$ cat config.mk
export PLATFORM = sky130hd
export DESIGN_NAME = pe_stream_driver
export DESIGN_NICKNAME = d
export VERILOG_FILES = /design/src/rtl/pe_stream_driver.sv
export SDC_FILE = /design/constraint.sdc
export NUM_CORES = 1
export LEC_CHECK = 0
export CAP_MARGIN = 20
export CORE_MARGIN = 3
export CORE_UTILIZATION = 40
export DETAILED_ROUTE_END_ITERATION = 8
export GPL_TIMING_DRIVEN = 0
export PLACE_DENSITY = 0.66
export SLEW_MARGIN = 20
export SYNTH_ARGS = -nofsm -noshare
export SYNTH_HDL_FRONTEND = slang
export SYNTH_SLANG_ARGS = --single-unit
$ cat constraint.sdc
create_clock -name clk -period 7.96 [get_ports clk]
set_input_delay 1.592 -clock clk [delete_from_list [all_inputs] [get_ports clk]]
set_output_delay 1.592 -clock clk [all_outputs]
set_load 0.1 [all_outputs]
$ cat src/rtl/pe_stream_driver.sv
// pe_stream_driver: configures one PE, streams filter/ifmap/ipsum words from the local
// buffer to it and writes its opsum stream back. Optional cycle counter: PE_STREAM_DRIVER_PERF_EN.
module pe_stream_driver #(
  parameter int ADDR_W = 16,
  parameter int DATA_W = 32
) (
  input  logic              clk,
  input  logic              rst,
  input  logic              start,
  input  logic [11:0]       i_config,
  input  logic [ADDR_W-1:0] filter_base,
  input  logic [ADDR_W-1:0] ifmap_base,
  input  logic [ADDR_W-1:0] ipsum_base,
  input  logic [ADDR_W-1:0] opsum_base,
  output logic              busy,
  output logic              done,
  output logic              PE_en,
  output logic [11:0]       o_config,
  output logic [DATA_W-1:0] filter,
  output logic [DATA_W-1:0] ifmap,
  output logic [DATA_W-1:0] ipsum,
  output logic              filter_valid,
  output logic              ifmap_valid,
  output logic              ipsum_valid,
  input  logic              filter_ready,
  input  logic              ifmap_ready,
  input  logic              ipsum_ready,
  input  logic [DATA_W-1:0] opsum,
  input  logic              opsum_valid,
  output logic              opsum_ready,
  output logic              mem_rd_en,
  output logic [ADDR_W-1:0] mem_rd_addr,
  input  logic [DATA_W-1:0] mem_rd_data,
  output logic              mem_wr_en,
  output logic [ADDR_W-1:0] mem_wr_addr,
  output logic [DATA_W-1:0] mem_wr_data
`ifdef PE_STREAM_DRIVER_PERF_EN
  ,output logic [31:0]      perf_cycles
`endif
);

  typedef enum logic [2:0] {IDLE, CFG, LD_FILT, LD_IFMAP, LD_IPSUM, COLLECT, FIN} state_e;
  typedef enum logic [1:0] {E_RD, E_CAP, E_SEND} eng_e;

  state_e            state_q, state_d, next_ld;
  eng_e              eng_q, eng_d;
  logic [11:0]       cfg_q, cfg_d;
  logic [ADDR_W-1:0] fb_q, fb_d, ib_q, ib_d, pb_q, pb_d, ob_q, ob_d;
  logic [7:0]        cnt_q, cnt_d, ifa_q, ifa_d, col_q, col_d;
  logic [DATA_W-1:0] hold_q, hold_d;
  logic              wr_en_q, wr_en_d;
  logic [ADDR_W-1:0] wr_addr_q, wr_addr_d;
  logic [DATA_W-1:0] wr_data_q, wr_data_d;

  logic [7:0]        p, rs, f, prs, colp, nwords, rd_off;
  logic [ADDR_W-1:0] rd_base, rd_addr;
  logic              sel_ready, rd_en, vld;

  assign p    = 8'(cfg_q[8:7]) + 8'd1;
  assign rs   = 8'(cfg_q[11:10]) + 8'd1;
  assign f    = 8'(cfg_q[6:2]);
  assign prs  = p * rs;
  assign colp = col_q * p;

  // Per-stream word count, address source and successor state of the send engine.
  always_comb begin
    nwords    = p;
    rd_base   = '0;
    rd_off    = '0;
    sel_ready = 1'b0;
    next_ld   = COLLECT;
    case (state_q)
      LD_FILT: begin
        nwords = prs; rd_base = fb_q; rd_off = cnt_q;
        sel_ready = filter_ready; next_ld = LD_IFMAP;
      end
      LD_IFMAP: begin
        nwords = (col_q == 8'd0) ? rs : 8'd1; rd_base = ib_q; rd_off = ifa_q;
        sel_ready = ifmap_ready; next_ld = LD_IPSUM;
      end
      LD_IPSUM: begin
        nwords = p; rd_base = pb_q; rd_off = colp + cnt_q;
        sel_ready = ipsum_ready; next_ld = COLLECT;
      end
      default: ;
    endcase
  end

  // A read issued in the handshake cycle fetches the following word, hence the +1.
  assign rd_addr = rd_base + ADDR_W'(rd_off) + {{(ADDR_W-1){1'b0}}, (eng_q == E_SEND)};

  always_comb begin
    state_d   = state_q;
    eng_d     = eng_q;
    cfg_d     = cfg_q;
    fb_d      = fb_q;
    ib_d      = ib_q;
    pb_d      = pb_q;
    ob_d      = ob_q;
    cnt_d     = cnt_q;
    ifa_d     = ifa_q;
    col_d     = col_q;
    hold_d    = hold_q;
    wr_en_d   = 1'b0;
    wr_addr_d = wr_addr_q;
    wr_data_d = wr_data_q;
    rd_en     = 1'b0;
    vld       = 1'b0;
    opsum_ready = 1'b0;
    case (state_q)
      IDLE: if (start) begin
        cfg_d = i_config;
        fb_d  = filter_base;
        ib_d  = ifmap_base;
        pb_d  = ipsum_base;
        ob_d  = opsum_base;
        cnt_d = '0;
        ifa_d = '0;
        col_d = '0;
        eng_d = E_RD;
        state_d = CFG;
      end
      CFG: state_d = LD_FILT;
      LD_FILT, LD_IFMAP, LD_IPSUM: begin
        case (eng_q)
          E_RD: begin
            rd_en = 1'b1;
            eng_d = E_CAP;
          end
          E_CAP: begin
            hold_d = mem_rd_data;
            eng_d  = E_SEND;
          end
          default: begin
            vld = 1'b1;
            if (sel_ready) begin
              if (state_q == LD_IFMAP) ifa_d = ifa_q + 8'd1;
              if (cnt_q == nwords - 8'd1) begin
                cnt_d   = '0;
                eng_d   = E_RD;
                state_d = next_ld;
              end else begin
                rd_en = 1'b1;
                cnt_d = cnt_q + 8'd1;
                eng_d = E_CAP;
              end
            end
          end
        endcase
      end
      COLLECT: begin
        opsum_ready = 1'b1;
        if (opsum_valid) begin
          wr_en_d   = 1'b1;
          wr_addr_d = ob_q + ADDR_W'(colp + cnt_q);
          wr_data_d = opsum;
          if (cnt_q == p - 8'd1) begin
            cnt_d = '0;
            if (col_q == f) state_d = FIN;
            else begin
              col_d   = col_q + 8'd1;
              state_d = LD_IFMAP;
            end
          end else cnt_d = cnt_q + 8'd1;
        end
      end
      FIN:     state_d = IDLE;
      default: state_d = IDLE;
    endcase
  end

  always_ff @(posedge clk or negedge rst) begin
    if (!rst) begin
      state_q   <= IDLE;
      eng_q     <= E_RD;
      cfg_q     <= '0;
      fb_q      <= '0;
      ib_q      <= '0;
      pb_q      <= '0;
      ob_q      <= '0;
      cnt_q     <= '0;
      ifa_q     <= '0;
      col_q     <= '0;
      hold_q    <= '0;
      wr_en_q   <= 1'b0;
      wr_addr_q <= '0;
      wr_data_q <= '0;
    end else begin
      state_q   <= state_d;
      eng_q     <= eng_d;
      cfg_q     <= cfg_d;
      fb_q      <= fb_d;
      ib_q      <= ib_d;
      pb_q      <= pb_d;
      ob_q      <= ob_d;
      cnt_q     <= cnt_d;
      ifa_q     <= ifa_d;
      col_q     <= col_d;
      hold_q    <= hold_d;
      wr_en_q   <= wr_en_d;
      wr_addr_q <= wr_addr_d;
      wr_data_q <= wr_data_d;
    end
  end

  assign busy         = (state_q != IDLE) && (state_q != FIN);
  assign done         = (state_q == FIN);
  assign PE_en        = (state_q == CFG);
  assign o_config     = cfg_q;
  assign filter       = hold_q;
  assign ifmap        = hold_q;
  assign ipsum        = hold_q;
  assign filter_valid = vld && (state_q == LD_FILT);
  assign ifmap_valid  = vld && (state_q == LD_IFMAP);
  assign ipsum_valid  = vld && (state_q == LD_IPSUM);
  assign mem_rd_en    = rd_en;
  assign mem_rd_addr  = rd_en ? rd_addr : '0;
  assign mem_wr_en    = wr_en_q;
  assign mem_wr_addr  = wr_addr_q;
  assign mem_wr_data  = wr_data_q;

`ifdef PE_STREAM_DRIVER_PERF_EN
  logic [31:0] perf_q;
  always_ff @(posedge clk or negedge rst) begin
    if (!rst)                         perf_q <= '0;
    else if (state_q == IDLE && start) perf_q <= '0;
    else if (busy)                    perf_q <= perf_q + 32'd1;
  end
  assign perf_cycles = perf_q;
`endif

endmodule

* Word-level counts from Yosys, hierarchy flattened
Index checks and enable logic that the tools add are counted.
Storage, ports and cells: flip-flop bits (word level) 186
Operators by class: eq/ne operators 21, reduce and logical (&&, ||, !) cells 21, add/subtract/negate cells 12, multipliers 2, muxes and demuxes 44
Operators by type and width (count):
- $mux 8 | 12
- $pmux 16 s3 | 1
- $pmux 8 s3 | 2
- $pmux 8 s2 | 2
- $add 8x1->8 const B | 3
- $mux 3 | 8
- $add 16x1->16 | 1
- $add 16x8->16 | 1
- $add 16x9->16 | 1
- $eq 8x8->1 | 2
- $mux 16 | 1
- $ne 2x2->1 const B | 8
- $reduce_and 5->1 | 3
- $pmux 3 s4 | 1
- $pmux 6 s2 | 1
- $add 8x8->9 | 1
- $eq 3x3->1 const B | 3
- $mux 1 | 9
- $add 8x8->8 | 1
- $eq 8x5->1 | 1
- $logic_not 8->1 | 1
- $mul 8x3->8 | 1
- $pmux 2 s2 | 2
- $sub 8x1->8 const B | 1
- other kinds (23) | 33

* Logic depth before layout (Yosys ltp)
Gate-level depths: netlist of the first run.
word-level depth 10, depth in mapped cells 25, gate-level depth less buffers 24

* Least setup slack after synthesis of the first run
No wires, ideal clock.
path type register to output, from reg cfg_q[7] (netlist: o_config[7]), to out mem_rd_addr[12], arrival 7.710 ns, stages on the path, launching flop included 25, slack -1.342 ns, data required time 6.368 ns, cell sequence dfrtp_1 -> clkinv_1 -> ha_1 -> clkbuf_1 -> nand2_1 -> fa_1 -> inv_1 -> ha_1 -> inv_1 -> fa_1 -> xnor2_1 -> ha_1 -> a21oi_1 -> o21ai_0 -> a21o_1 -> a21oi_1 -> xnor2_1 -> xnor2_1 -> o22ai_1 -> ha_1 -> nand2_1 -> a21o_1 -> a21oi_1 -> a21oi_1 -> nor3_1
Between the ends: cells in the longest elaborated chain, start to end 10, elaborated cells between the ends (all ways) 15
Ends and longest elaborated chain:
- start, declared | RTL line 47 | logic [11:0] cfg_q, cfg_d;
- start signal, assigned | RTL line 191 | cfg_q <= cfg_d;
- $add 2x1->3 (*) | RTL line 59 | assign p = 8'(cfg_q[8:7]) + 8'd1;
- parallel branches: the longest is 8 deep, another holds $add 16x8->16
- $mux 16 (*) | RTL line 217 | assign mem_rd_addr = rd_en ? rd_addr : '0;
- end, declared | RTL line 32 | output logic [ADDR_W-1:0] mem_rd_addr,
Every way passes the cells marked *.

* Final worst setup path of the first run
from reg state_q[0], to out mem_rd_addr[6]
Between the ends: cells in the longest elaborated chain, start to end 9, elaborated cells between the ends (all ways) 17
Ends and longest elaborated chain:
- start, declared | RTL line 45 | state_e state_q, state_d, next_ld;
- start signal, assigned | RTL line 189 | state_q <= state_d;
- parallel branches: the longest is 8 deep, another holds $add 16x8->16
- $mux 16 (*) | RTL line 217
Marks and branches as above.

==> results_dict.tcl, run 1 <==
set metrics [dict create \
    syn_nets 1289 \
    synth_seq_cells 186 \
    synth_compound_area_frac 0.0961 \
    dr.pass1.iters 5 \
    grt_pass1_vias 9205 \
    drt.antenna.violating_nets 0 \
    core-area_mm2 0.0273 \
    outcome "completed" \
    crit_type "register to output port" \
    r2r_start "o_config[7]" \
    wl_mm 31.8 \
    clkTransAtPathRegs_ps 80 \
    crit_start "state_q[0]" \
    start_util 0.411 \
    synth.distinct_cells 66 \
    hold_start "mem_wr_addr[0]" \
    synth_edf_count 0 \
    num_rows 60 \
    instances_no_fill 1815 \
    yosys_warnings 0 \
    dieArea_mm2 0.0301 \
    worst_path_most_repeated_cell "o21ai_0" \
    fmax_mhz 131 \
    clkLatencyLatePin_ps 430 \
    cts_sinks 186 \
    antenna_found_initial 0 \
    drtIter0Drc 510 \
    max_slew_margin 0.296 \
    gp_congestion 0.893 \
    dr_total_vias 9172 \
    clock_skew_ps 11.5 \
    synth_adder_area_share 0.0837 \
    cts_hold_buffers 0 \
    path_max_fanout 10 \
    boundaryPins 328 \
    synth_area_mm2 0.0112 \
    grt-ovfl-total 0 \
    drive_above_1_share 0.198 \
    grt_usage 0.210 \
    hold_viol 0 \
    clock_path_buffers 2 \
    slew_viol_final 0 \
    drcViolationCount 0 \
    final_nets 1640 \
    cts_buffers 17 \
    synth_mux_area_frac 0.156 \
    synth-simple-area-share 0.116 \
    grt_pass1_wl_mm 50.8 \
    synthArstFlopShare 1.00 \
    cp-end-kind "output port" \
    crit_path_top_delay_cell "clkdlybuf4s15_1" \
    min_period_ps 7650 \
    start_kind "register" \
    rsz0062_at_grt "false" \
    die_x_um 173 \
    critical_path_required_ps 6370 \
    setup_viol 0 \
    hold_path.class "register to register" \
    vias_per_cell 5.05 \
    area_delta_synth_final_pct 40.0 \
    post-route-period-util 0.961 \
    crit_path_cell_trace "buf_2 -> buf_1 -> buf_1 -> clkbuf_1 -> mux2i_1 -> o21ai_0 -> fa_1 -> inv_1 -> fa_1 -> nor2b_1 -> o21ai_0 -> a21oi_1 -> o21ai_0 -> nand2_1 -> xnor2_1 -> nor2_1 -> clkdlybuf4s15_1" \
    io_buffer_count 327 \
    routedWlPerCell_um 17.5 \
    worst_pin_slew_ps 1050 \
    dpl.hpwl_mm 25.1 \
    synthTopCellsByArea "dfrtp_1, mux2_2, ha_1" \
    h-tree-depth 4 \
    syn_area_per_cell_um2 10.4 \
    synthXorXnorAreaFrac 0.0445 \
    diodes 0 \
    yosys_most_used_dff "dfrtp_1" \
    seq_area_frac_synth 0.415 \
    synth_top_family_by_area "multiplexers" \
    synth_top_cell_by_area "dfrtp_1" \
    synth_top_area_frac 0.415 \
    grt_max_degree 96 \
    tns_ps 0 \
    cp.arrival_ps 6060 \
    cts_tree "done" \
    dpl.cell_count 1780 \
    cpPeakStageDelay_ps 830 \
    die_h_um 173 \
    hold-worst-slack_ps 479 \
    drv_cap 0 \
    root_buffer "clkbuf_16" \
    syn_inst 1079 \
]
-- what timing repair did --
action,in CTS,in global routing
setup endpoints to repair,17,15
pin swaps,1,3
buffers inserted,0,3
gates resized for setup,51,16
-- Yosys cell counts, types with 6 or more instances --
cell type / instances
mux2_2: 132
buf_4: 65
nand4_1: 9
nand2_1: 100
nand2b_1: 7
nor3_1: 7
inv_1: 76
and3_1: 13
clkbuf_1: 30
mux2i_1: 25
xnor2_1: 32
nor2_1: 49
xor2_1: 25
o22ai_1: 7
nor3b_1: 6
a21o_1: 11
fa_1: 20
a21oi_1: 44
ha_1: 43
nand3_1: 12
nor2b_1: 16
o21ai_0: 58
and2_1: 12
o21bai_1: 10
dfrtp_1: 186
buf_2: 6
-- worst paths after layout --
path / endpoint / cells past startpoint / slack, ps
setup / recovery: mem_rd_addr[6] / 17 / 310
max in group asynchronous: state_q[1] / 2 / 6270
setup reg to reg: mem_wr_addr[11] / 23 / 2870
min in group asynchronous: mem_wr_data[14] / 1 / 960
hold / removal: mem_wr_addr[0] / 2 / 480
hold reg to reg: mem_wr_addr[0] / 2 / 480
-- logic make-up (layout without fill, tap and decap cells) --
| logic type | after synthesis | in the layout |
|---|---|---|
| buffers and inverters | 187 | 551 |
| muxes | 158 | 158 |
| xor gates and xnor gates | 57 | 57 |
| and+or+nand+nor | 256 | 256 |
| AOI/OAI and AO/OA | 172 | 172 |
| adders and majority gates | 63 | 63 |
| DFF | 186 | 186 |
-- worst max-delay path: cells and delay by family (launching register included) --
kind | cells | cell delay [ps]
XOR/XNOR | 1 | 100
adder cells (fa/ha/maj) | 2 | 670
AO/OA/AOI/OAI | 4 | 890
buffers and inverters | 6 | 2930
flip-flops | 1 | 450
AND/OR/NAND/NOR | 3 | 420
multiplexers | 1 | 150
-- state kept, by name, indices dropped and copies added (netlist names) --
name / flops
ifa_q: 8
mem_wr_en: 1
mem_wr_addr: 16
ob_q: 16
pb_q: 16
o_config: 12
fb_q: 16
ib_q: 16
cnt_q: 8
mem_wr_data: 32
filter: 32
state_q: 3
col_q: 8
eng_q: 2
-- layout make-up --
cell class / instances / area, um^2
multi-input cells: 706 / 5630
flip-flops and latches: 186 / 4660
clock buffers: 18 / 429
repair buffers: 332 / 3350
fillers: 2370 / 11600
well taps: 372 / 465
clock inverters: 14 / 153
plain buffers: 110 / 717
inverters: 77 / 292
-- stage by stage --
stage	worst slack (ps)	cell area, um^2	util
2_1_floorplan	-211	11200	-
3_5_place_dp	-1080	15000	0.552
3_3_place_gp	-3620	15000	0.549
6_report	309	15700	0.576
5_1_grt	8.96	15700	0.576
4_1_cts	36.1	15600	0.573
-- cells in the final DEF (no fill, tap or decap), types with 14 or more instances in the layout --
cell type,instances
o21ai_0,57
nor2_1,45
dfrtp_1,185
nor2b_1,14
mux2_2,132
ha_1,42
clkbuf_1,29
xnor2_1,31
fa_1,20
nand2_1,100
xor2_1,25
clkdlybuf4s50_1,314
buf_4,71
a21oi_1,43
inv_1,76
mux2i_1,25
clkbuf_16,17
-- metal layers --
| layer | global-route usage | wire length, um | share of wire | up-vias |
|---|---|---|---|---|
| met5 | 0 | 0 | 0 | - |
| met4 | 0.0571 | 674 | 0.021 | 0 |
| met3 | 0.0449 | 2090 | 0.066 | 36 |
| met2 | 0.362 | 15600 | 0.49 | 339 |
| met1 | 0.268 | 13400 | 0.42 | 4457 |
| li1 | - | - | - | 4340 |
Power of run 1 is not shown: default switching activity piles up to over one toggle a cycle in this logic, so the estimate is an artifact.
==> inputs of run 2 (changes only) <==
Settings changed: CTS_BUF_LIST set to sky130_fd_sc_hd__clkbuf_8, TNS_END_PERCENT set to 10.
==> results_dict.tcl, run 2 (synthesis results as in run 1) <==
set metrics [dict create \
    rsz0062_at_grt "true" \
    grt_max_degree 73 \
    post-route-period-util 0.972 \
    hold_path.class "register to register" \
    instances_no_fill 1817 \
    num_rows 60 \
    setup_viol 0 \
    dpl.cell_count 1780 \
    area_delta_synth_final_pct 38.5 \
    h-tree-depth 4 \
    outcome "completed" \
    clkLatencyLatePin_ps 480 \
    min_period_ps 7740 \
    worst_slack_ps 225 \
    wl_mm 31.4 \
    fmax_mhz 129 \
    routedWlPerCell_um 17.3 \
    cts_tree "done" \
    die_h_um 173 \
    vias_per_cell 5.00 \
    grt_usage 0.206 \
    slew_viol_final 0 \
    drive_above_1_share 0.199 \
    cp-end-kind "output port" \
    grt_pass1_wl_mm 49.4 \
    drtIter0Drc 582 \
    path_max_fanout 10 \
    antenna_found_initial 0 \
    final_common_cell "clkdlybuf4s50_1" \
    start_kind "register" \
    gp_congestion 0.869 \
    diodes 0 \
    crit_type "register to output port" \
    grt_pass1_vias 8819 \
    clock_skew_ps 13.6 \
    cts_sinks 186 \
    clock_path_buffers 2 \
    dpl.hpwl_mm 24.8 \
    dr.pass1.iters 5 \
    dieArea_mm2 0.0301 \
    max_slew_margin 0.303 \
    drcViolationCount 0 \
    pre_cts_ws_ps -1250 \
    worst_pin_slew_ps 1040 \
    final_nets 1642 \
    cts_hold_buffers 0 \
    drv_cap 0 \
    start_util 0.411 \
    core-area_mm2 0.0273 \
    die_x_um 173 \
    io_buffer_count 327 \
    final_util 0.569 \
    mostFrequentLayoutCells "clkdlybuf4s50_1, dfrtp_1, mux2_2" \
    nFillCells 2411 \
    dr_total_vias 9079 \
    root_buffer "clkbuf_8" \
    drt.antenna.violating_nets 0 \
    critical_path_required_ps 6370 \
    hold_viol 0 \
    grt-ovfl-total 0 \
    clkTransAtPathRegs_ps 110 \
    cp.arrival_ps 6140 \
    boundaryPins 328 \
    cts_buffers 17 \
]
==> run 2: cell type report <==
cell class	count	area [um^2]	area share
timing repair buffer	334	3380	0.218
buffer	110	711	0.0458
sequential	186	4660	0.300
clock inverter	14	154	0.00992
inverter	77	292	0.0188
tap	372	465	0.0300
clock buffer	18	248	0.0160
multi-input combinational	706	5620	0.362
==> run 2: routing by layer <==
| layer | GRT usage | vias to the layer above | wire length [um] |
|---|---|---|---|
| li1 | - | 4325 | - |
| met1 | 0.269 | 4404 | 13300 |
| met2 | 0.349 | 317 | 15400 |
| met3 | 0.0453 | 33 | 2180 |
| met4 | 0.0527 | 0 | 566 |
| met5 | 0 | - | 0 |
==> run 2: final timing paths <==
kind / startpoint / endpoint / slack, ps / cells after the start
worst max-delay path: state_q[0] / mem_rd_addr[4] / 220 / 14
worst max register to register: o_config[7] / mem_wr_addr[15] / 2950 / 22
worst min register to register: mem_wr_addr[0] / mem_wr_addr[0] / 490 / 2
max in group asynchronous: rst / filter[27] / 6220 / 2
min in group asynchronous: rst / mem_wr_data[21] / 1000 / 1
worst min-delay path: mem_wr_addr[0] / mem_wr_addr[0] / 490 / 2
==> run 2: repair_timing <==
action,CTS,global route
endpoints found under the setup margin,17,17
pin swaps,0,2
setup buffers,2,3
gates resized for setup,47,20
==> run 2: worst max-delay path, stage by stage (launching register included) <==
cell and delay (ps):
dfrtp_1 450, buf_2 280, buf_1 580, buf_1 590
clkbuf_1 630, mux2i_1 150, o21ai_0 380, fa_1 300
inv_1 60, fa_1 370, nor2b_1 170, o21ai_0 130
and3_1 200, nor3_1 170, clkdlybuf4s50_1 1210
==> run 2: metrics by stage <==
stage	cell area [um^2]	hold slack, ps	setup TNS [ps]
2_1_floorplan	11200	480	-4600
3_3_place_gp	15000	464	-531580
3_5_place_dp	15000	472	-8390
4_1_cts	15400	498	0
5_1_grt	15500	528	-12.8
6_report	15500	490	0
Power of run 2 is left out for the same reason.
==> inputs of run 3 (changes only) <==
Settings changed: GPL_TIMING_DRIVEN 0 to 1.
==> results_dict.tcl, run 3 (synthesis results as in run 1) <==
set metrics [dict create \
    antenna_found_initial 0 \
    crit_path_top_delay_cell "fa_1" \
    instances_no_fill 1712 \
    io_buffer_count 327 \
    routedWlPerCell_um 17.4 \
    path_max_fanout 12 \
    cts_sinks 186 \
    worst_pin_slew_ps 1140 \
    grt_pass1_vias 8542 \
    cp-end-kind "output port" \
    boundaryPins 328 \
    gp_congestion 0.926 \
    dr_total_vias 8645 \
    core-area_mm2 0.0273 \
    clkLatencyLatePin_ps 470 \
    min_period_ps 7560 \
    mostFrequentLayoutCells "clkdlybuf4s50_1, dfrtp_1, mux2_2" \
    dpl.cell_count 1678 \
    start_kind "register" \
    grt-ovfl-total 0 \
    area_delta_synth_final_pct 32.5 \
    drv_cap 0 \
    vias_per_cell 5.05 \
    drtIter0Drc 478 \
    grt_usage 0.194 \
    wl_mm 29.8 \
    drcViolationCount 0 \
    final_nets 1537 \
    critical_path_required_ps 6370 \
    grt_max_degree 118 \
    clkTransAtPathRegs_ps 110 \
    dr.pass1.iters 5 \
    max_slew_margin 0.240 \
    outcome "completed" \
    final_util 0.545 \
    worst_slack_ps 404 \
    final_common_cell "clkdlybuf4s50_1" \
    setup_viol 0 \
    die_h_um 173 \
    drive_above_1_share 0.166 \
    dieArea_mm2 0.0301 \
    crit_buf_inv 4 \
    cts_buffers 17 \
    hold_path.class "register to register" \
    clock_skew_ps 21.0 \
    drt.antenna.violating_nets 0 \
    h-tree-depth 4 \
    fmax_mhz 132 \
    start_util 0.411 \
    grt_pass1_wl_mm 47.2 \
    num_rows 60 \
    crit_path_cell_trace "clkinv_1 -> ha_4 -> nand2_1 -> fa_1 -> inv_1 -> ha_1 -> inv_1 -> fa_1 -> xnor2_2 -> ha_1 -> a21oi_1 -> o21ai_0 -> a21o_1 -> a21oi_1 -> xnor2_1 -> xnor2_1 -> o22ai_1 -> ha_1 -> o21ai_0 -> nor3b_2 -> nor2b_1 -> xnor2_1 -> nor2b_2 -> buf_12" \
    slew_viol_final 0 \
    pre_cts_ws_ps 480 \
    post-route-period-util 0.949 \
    crit_family "adder cells" \
    die_x_um 173 \
    diodes 0 \
    cpPeakStageDelay_ps 460 \
    hold_viol 0 \
    root_buffer "clkbuf_8" \
    crit_type "register to output port" \
    rrSetupSlack_ps 2880 \
    cp.arrival_ps 5960 \
    cts_tree "done" \
    dpl.hpwl_mm 22.5 \
    clock_path_buffers 2 \
]
## run 3: metal layers
| metal | track usage | vias to the layer above | wire, um | part of all wire |
|---|---|---|---|---|
| li1 | - | 4119 | - | - |
| met1 | 0.262 | 4204 | 13000 | 0.44 |
| met2 | 0.319 | 285 | 14400 | 0.48 |
| met3 | 0.0418 | 37 | 1880 | 0.063 |
| met4 | 0.0514 | 0 | 522 | 0.017 |
| met5 | 0 | - | 0 | 0 |
## run 3: path summary, 6_finish.rpt
check,cells past startpoint,endpoint,from
setup / recovery,24,mem_rd_addr[13],o_config[7]
hold reg to reg,2,mem_wr_addr[0],mem_wr_addr[0]
min in group asynchronous,1,mem_wr_data[19],rst
max in group asynchronous,2,state_q[0],rst
hold / removal,2,mem_wr_addr[0],mem_wr_addr[0]
setup reg to reg,20,mem_wr_addr[15],o_config[7]
## run 3: tightest hold or removal path, cell delays in order (launching register included)
cell     delay [ps]
dfrtp_1         360
nand2_1          40
o21ai_0          60
## run 3: layout make-up
type	count	area, um^2
fill	2465	12400
multi-input combinational	706	5630
sequential	186	4660
timing repair buffer	339	3400
tap	372	465
inverter	77	289
clock buffer	17	234
clock inverter	15	171
## run 3: stage by stage
step           TNS, ps  hold slack (ps)  cell area, um^2
6_report             0              486            14800
2_1_floorplan    -4600              480            11200
4_1_cts              0              494            14800
3_5_place_dp         0              469            14400
3_3_place_gp         0              464            14400
5_1_grt          -10.7              508            14800
## run 3: timing repair
| item | 4_1_cts | 5_1_grt |
|---|---|---|
| gates resized for setup | 1 | 4 |
| pin swaps | 0 | 1 |
| setup endpoints to repair | 2 | 7 |
| buffers inserted | 0 | 2 |
| gates cloned | 0 | 0 |
| hold buffers | 0 | 0 |
Power of run 3 is left out for the same reason.
